$ cat src/rtl/y86_seq_ctrl.sv
// Y86-64 SEQ sequencer: steps FETCH..PCUPD one stage per clock, owns PC and status.
// Optional retired-instruction counter enabled by defining Y86_PERF_CNT_EN.
module y86_seq_ctrl #(
  parameter int                ADDR_W   = 64,
  parameter logic [ADDR_W-1:0] RESET_PC = '0
) (
  input  logic              clk,
  input  logic              rst,
  input  logic              start,
  input  logic              instr_valid,
  input  logic [3:0]        icode,
  input  logic [3:0]        ifun,
  input  logic              imem_error,
  input  logic              cnd,
  input  logic              dmem_error,
  input  logic [ADDR_W-1:0] valC,
  input  logic [ADDR_W-1:0] valP,
  input  logic [ADDR_W-1:0] valM,
  output logic              fetch_en,
  output logic              decode_en,
  output logic              exec_en,
  output logic              mem_en,
  output logic              wb_en,
  output logic [3:0]        icode_q,
  output logic [3:0]        ifun_q,
  output logic [ADDR_W-1:0] pc,
  output logic [2:0]        stat,
`ifdef Y86_PERF_CNT_EN
  output logic [31:0]       retired,
`endif
  output logic              busy
);

  typedef enum logic [2:0] {
    S_IDLE, S_FETCH, S_DECODE, S_EXECUTE, S_MEMORY, S_WRITEBACK, S_PCUPD, S_HALT
  } state_t;

  localparam logic [2:0] STAT_AOK = 3'd1;
  localparam logic [2:0] STAT_HLT = 3'd2;
  localparam logic [2:0] STAT_ADR = 3'd3;
  localparam logic [2:0] STAT_INS = 3'd4;

  state_t            state_q, state_d;
  logic [2:0]        stat_d;
  logic [ADDR_W-1:0] pc_d;
  logic              cnd_q;
  logic              mem_acc;
  logic              wb_wr;

  always_comb begin
    mem_acc = (icode_q == 4'd4) || (icode_q == 4'd5) || (icode_q == 4'd8) ||
              (icode_q == 4'd9) || (icode_q == 4'd10) || (icode_q == 4'd11);
    wb_wr   = (icode_q == 4'd3) || (icode_q == 4'd5) || (icode_q == 4'd6) ||
              (icode_q == 4'd8) || (icode_q == 4'd9) || (icode_q == 4'd10) ||
              (icode_q == 4'd11) || ((icode_q == 4'd2) && cnd_q);
    state_d = state_q;
    stat_d  = stat;
    pc_d    = pc;
    case (state_q)
      S_IDLE: if (start) state_d = S_FETCH;
      S_FETCH: begin
        // Address fault outranks an undecodable instruction.
        if (imem_error) begin
          stat_d  = STAT_ADR;
          state_d = S_HALT;
        end else if (!instr_valid || (icode > 4'd11)) begin
          stat_d  = STAT_INS;
          state_d = S_HALT;
        end else if (icode == 4'd0) begin
          stat_d  = STAT_HLT;
          state_d = S_HALT;
        end else begin
          state_d = S_DECODE;
        end
      end
      S_DECODE:  state_d = S_EXECUTE;
      S_EXECUTE: state_d = S_MEMORY;
      S_MEMORY: begin
        if (mem_en && dmem_error) begin
          stat_d  = STAT_ADR;
          state_d = S_HALT;
        end else begin
          state_d = S_WRITEBACK;
        end
      end
      S_WRITEBACK: state_d = S_PCUPD;
      S_PCUPD: begin
        if (((icode_q == 4'd7) && cnd_q) || (icode_q == 4'd8)) pc_d = valC;
        else if (icode_q == 4'd9)                              pc_d = valM;
        else                                                   pc_d = valP;
        state_d = S_FETCH;
      end
      S_HALT:  state_d = S_HALT;
      default: state_d = S_IDLE;
    endcase
  end

  // Enables are registered from the next state so each is a clean Moore output.
  always_ff @(posedge clk or posedge rst) begin
    if (rst) begin
      state_q   <= S_IDLE;
      pc        <= RESET_PC;
      stat      <= STAT_AOK;
      icode_q   <= 4'd0;
      ifun_q    <= 4'd0;
      cnd_q     <= 1'b0;
      fetch_en  <= 1'b0;
      decode_en <= 1'b0;
      exec_en   <= 1'b0;
      mem_en    <= 1'b0;
      wb_en     <= 1'b0;
      busy      <= 1'b0;
`ifdef Y86_PERF_CNT_EN
      retired   <= 32'd0;
`endif
    end else begin
      state_q   <= state_d;
      pc        <= pc_d;
      stat      <= stat_d;
      if (state_q == S_FETCH) begin
        icode_q <= icode;
        ifun_q  <= ifun;
      end
      if (state_q == S_EXECUTE) cnd_q <= cnd;
      fetch_en  <= (state_d == S_FETCH);
      decode_en <= (state_d == S_DECODE);
      exec_en   <= (state_d == S_EXECUTE);
      mem_en    <= (state_d == S_MEMORY) && mem_acc;
      wb_en     <= (state_d == S_WRITEBACK) && wb_wr;
      busy      <= (state_d != S_IDLE) && (state_d != S_HALT);
`ifdef Y86_PERF_CNT_EN
      if ((state_q == S_PCUPD) && (retired != 32'hFFFF_FFFF))
        retired <= retired + 32'd1;
`endif
    end
  end

endmodule

$ cat config.mk
export PLATFORM = sky130hd
export DESIGN_NAME = y86_seq_ctrl
export DESIGN_NICKNAME = d
export VERILOG_FILES = /design/src/rtl/y86_seq_ctrl.sv
export SDC_FILE = /design/constraint.sdc
export NUM_CORES = 1
export LEC_CHECK = 0
export BUFFER_PORTS_ARGS = -buffer_cell sky130_fd_sc_hd__buf_2
export CELL_PAD_IN_SITES_DETAIL_PLACEMENT = 1
export CELL_PAD_IN_SITES_GLOBAL_PLACEMENT = 2
export CORE_ASPECT_RATIO = 2
export CORE_MARGIN = 2
export CORE_UTILIZATION = 26
export CTS_CLUSTER_DIAMETER = 100
export DETAILED_ROUTE_END_ITERATION = 8
export PLACE_DENSITY = 0.91
export SKIP_CTS_REPAIR_TIMING = 1
export SYNTH_ARGS = -nofsm -noshare
export SYNTH_HDL_FRONTEND = slang
export SYNTH_SLANG_ARGS = --single-unit
$ cat constraint.sdc
create_clock -name clk -period 2.9 [get_ports clk]
set_input_delay 0.435 -clock clk [delete_from_list [all_inputs] [get_ports clk]]
set_output_delay 0.435 -clock clk [all_outputs]
set_load 0.01 [all_outputs]
==> run_results.csv <==
group,metric,value,unit
status,status,"finished clean",
placement,numPortBuffers,287,
worst_setup_path,crit_arrival,2.43,ns
timing,fmax,449,MHz
drt,drtAntennaViolNets,0,
timing,finalCriticalPeriod,2.23,ns
pwr,intPower,4.16,mW
clocking,cts_sinks,85,
layout,fill_cells,2269,
clocking,clk_pin_slew,0.06,ns
die,initial_utilization,26.3,%
pwr,powerDensity,959,nW/um2
worst_setup_path,crit_chain,"inv_1, nand3_4, buf_4, buf_4, o21ai_0",
clocking,htree_num_levels,3,
clocking,cts_root_buf,"clkbuf_16",
layout,multi_input_area,2580,um2
worst_setup_path,critPathKind,"flip-flop to flip-flop",
pwr,p_sw_share,37.6,%
die,pin_count,288,
synth,yosys_warnings,0,
drt,via_per_inst,4.43,
die,core_area,19200,um2
drt,vias,4317,
placement,dp_slack,0.633,ns
layout,nNetsFinal,916,
synth,ys_ff_latch,85,
worst_setup_path,startpoint_type,"flip-flop",
clocking,clk_latency,0.35,ns
die,die_x,103,um
timing,min_period_over_period,76.7,%
drt,drt_iter0_markers,89,
pwr,p_total,6.66,mW
timing,fin_ws,0.675,ns
pwr,ir_drop,0.758,mV
placement,dp_hpwl,12500,um
pwr,clockPowerShare,21.7,%
timing,worst_slew_pin_slew,0.744,ns
layout,drive_above_1_share,54.8,%
timing,finalClockSkew,0.00814,ns
worst_setup_path,cpPeakStageDelay,0.58,ns
pwr,seq_power_share,31.6,%
worst_setup_path,critPathCaptureType,"flip-flop",
drt,drcViolationCount,0,
synth,netlist_area,5050,um2
clocking,clk_path_buf_depth,2,
synth,synth_fp_nets,643,
clocking,tritoncts,"built",
global_route,grt_max_degree,82,
timing,hold_viol,0,
global_route,grt_pass1_vias,4720,
pwr,p_leak,3.46,nW
hold_path,hold_class,"input port to asynchronous set/reset pin",
drt,wl,15700,um
drt,firstDrtPassIters,4,
timing,relSlewSlack,50.4,%
global_route,track_usage,15.2,%
drt,wl_per_cell,16.1,um
global_route,grt_pass1_wl,24100,um
timing,setup-tns-final,0,ns
worst_setup_path,crit_top_cell,"buf_4",
timing,rsz0062_at_grt,"no",
worst_setup_path,required,3.10,ns
layout,final_common_cell,"buf_2",
timing,setup_viol,0,
worst_setup_path,slowest_stage,"buf_4",
layout,layout_common_cells,"buf_2, dfrtp_1, nand2_1, mux2i_1",
timing,slew_viol_final,0,
synth,synth_cell_types,36,
synth,yosysSeqAreaShare,42.1,%
die,die_area,20600,um2
layout,fin_util,36.2,%
global_route,overflow,0,
run,drv_cap,0,
die,die_h,201,um
synth,syn-mean-instance-area,11.6,um2
worst_setup_path,crit_fanout,81,
placement,gp_congestion,0.784,
die,rows,72,
synth,synth_cells,436,
layout,seq_area,2130,um2
pwr,p_sw,2.51,mW
pwr,combPwrFrac,46.7,%
layout,area_growth_syn_to_layout,37.6,%
clocking,cts_inserted_buffers,9,
global_route,antenna_found_initial,1,
timing,hold_ws,0.130,ns
-- kinds of logic after synthesis --
group / share of synthesized area (%)
AOI/OAI and AO/OA: 8.52
buffers and inverters: 7.21
DFF: 42.1
muxes: 33.6
and+or+nand+nor: 8.52
-- per-stage QoR --
stage	cell area (um2)	cells
4_1_cts	6950	973
2_1_floorplan	5050	436
6_report	6950	974
3_3_place_gp	6570	957
5_1_grt	6950	974
3_5_place_dp	6570	957
-- synthesized netlist by cell type (all sizes together) --
| library cell | count | area, um2 |
|---|---|---|
| nor4 | 2 | 12.5 |
| a31o | 1 | 8.76 |
| nor2 | 9 | 33.8 |
| a21bo | 1 | 10.0 |
| buf | 19 | 304 |
| and2 | 1 | 7.51 |
| a2bb2oi | 1 | 8.76 |
| o22ai | 1 | 6.26 |
| nand3 | 4 | 20.0 |
| and3 | 1 | 6.26 |
| nor2b | 1 | 6.26 |
| nor3b | 1 | 7.51 |
| nand2 | 69 | 259 |
| a211oi | 1 | 7.51 |
| dfstp | 1 | 26.3 |
| or3b | 1 | 8.76 |
| dfrtp | 84 | 2100 |
| inv | 4 | 15.0 |
| mux2 | 73 | 1050 |
| and2b | 2 | 15.0 |
| and3b | 2 | 17.5 |
| mux2i | 65 | 651 |
| a32o | 1 | 11.3 |
| o311a | 1 | 10.0 |
| a21oi | 7 | 35.0 |
| nor3 | 1 | 5.00 |
| and4bb | 1 | 12.5 |
| o21ai | 65 | 325 |
| clkbuf | 12 | 45.0 |
| a21boi | 1 | 7.51 |
| or3 | 3 | 18.8 |
-- registers in the layout, summed over array words and instances (netlist names) --
| register | cells |
|---|---|
| wb_en | 1 |
| pc | 64 |
| busy | 1 |
| stat | 3 |
| exec_en | 1 |
| cnd_q | 1 |
| decode_en | 1 |
| state_q | 3 |
| mem_en | 1 |
| fetch_en | 1 |
| icode_q | 4 |
| ifun_q | 4 |
-- power groups by stage --
stage          Combinational, mW  Clock [mW]  Sequential, mW
2_1_floorplan               2.02           0            2.32
3_3_place_gp                3.10           0            2.11
3_5_place_dp                3.18           0            2.14
4_1_cts                     3.18        1.50            2.12
5_1_grt                     3.45        1.54            2.19
6_report                    3.11        1.45            2.11
-- routing by layer --
| layer | up-vias | wire [um] | track usage [%] | part of all wire, % |
|---|---|---|---|---|
| li1 | 2079 | - | - | - |
| met1 | 2035 | 5640 | 15.8 | 36 |
| met4 | 0 | 503 | 7.10 | 3.2 |
| met5 | - | 0 | 0 | 0 |
| met2 | 178 | 8590 | 28.3 | 55 |
| met3 | 25 | 920 | 2.81 | 5.9 |
-- layout make-up --
class | count | share of cell area (%)
diodes | 1 | 0.0360
clock buffers | 10 | 3.44
clock inverters | 6 | 1.93
inverters | 4 | 0.252
multi-input cells | 316 | 37.2
flip-flops and latches | 85 | 30.6
well taps | 259 | 4.66
repair buffers | 293 | 21.9
-- path summary, 6_finish.rpt --
| path | start | to | slack, ns | cells past startpoint |
|---|---|---|---|---|
| max | state_q[0]$_DFF_PP0_ | pc[23]$_DFFE_PP0P_ | 0.67 | 5 |
| min | rst | pc[52]$_DFFE_PP0P_ | 0.13 | 2 |
| max reg2reg | state_q[0]$_DFF_PP0_ | pc[23]$_DFFE_PP0P_ | 0.67 | 5 |
| min reg2reg | pc[19]$_DFFE_PP0P_ | pc[19]$_DFFE_PP0P_ | 0.48 | 2 |
| max in group asynchronous | rst | stat[0]$_DFFE_PP1P_ | 2.05 | 3 |
| min in group clk | ifun[1] | ifun_q[1]$_DFFE_PP0P_ | 0.32 | 2 |
-- worst max-delay path, delay by kind of cell, from the launching register on --
kind	cells	cell delay, ns
DFF	1	0.49
AOI/OAI and AO/OA	1	0.17
buffers and inverters	3	1.28
and+or+nand+nor	1	0.10
Power figures use the tool's default switching activity.
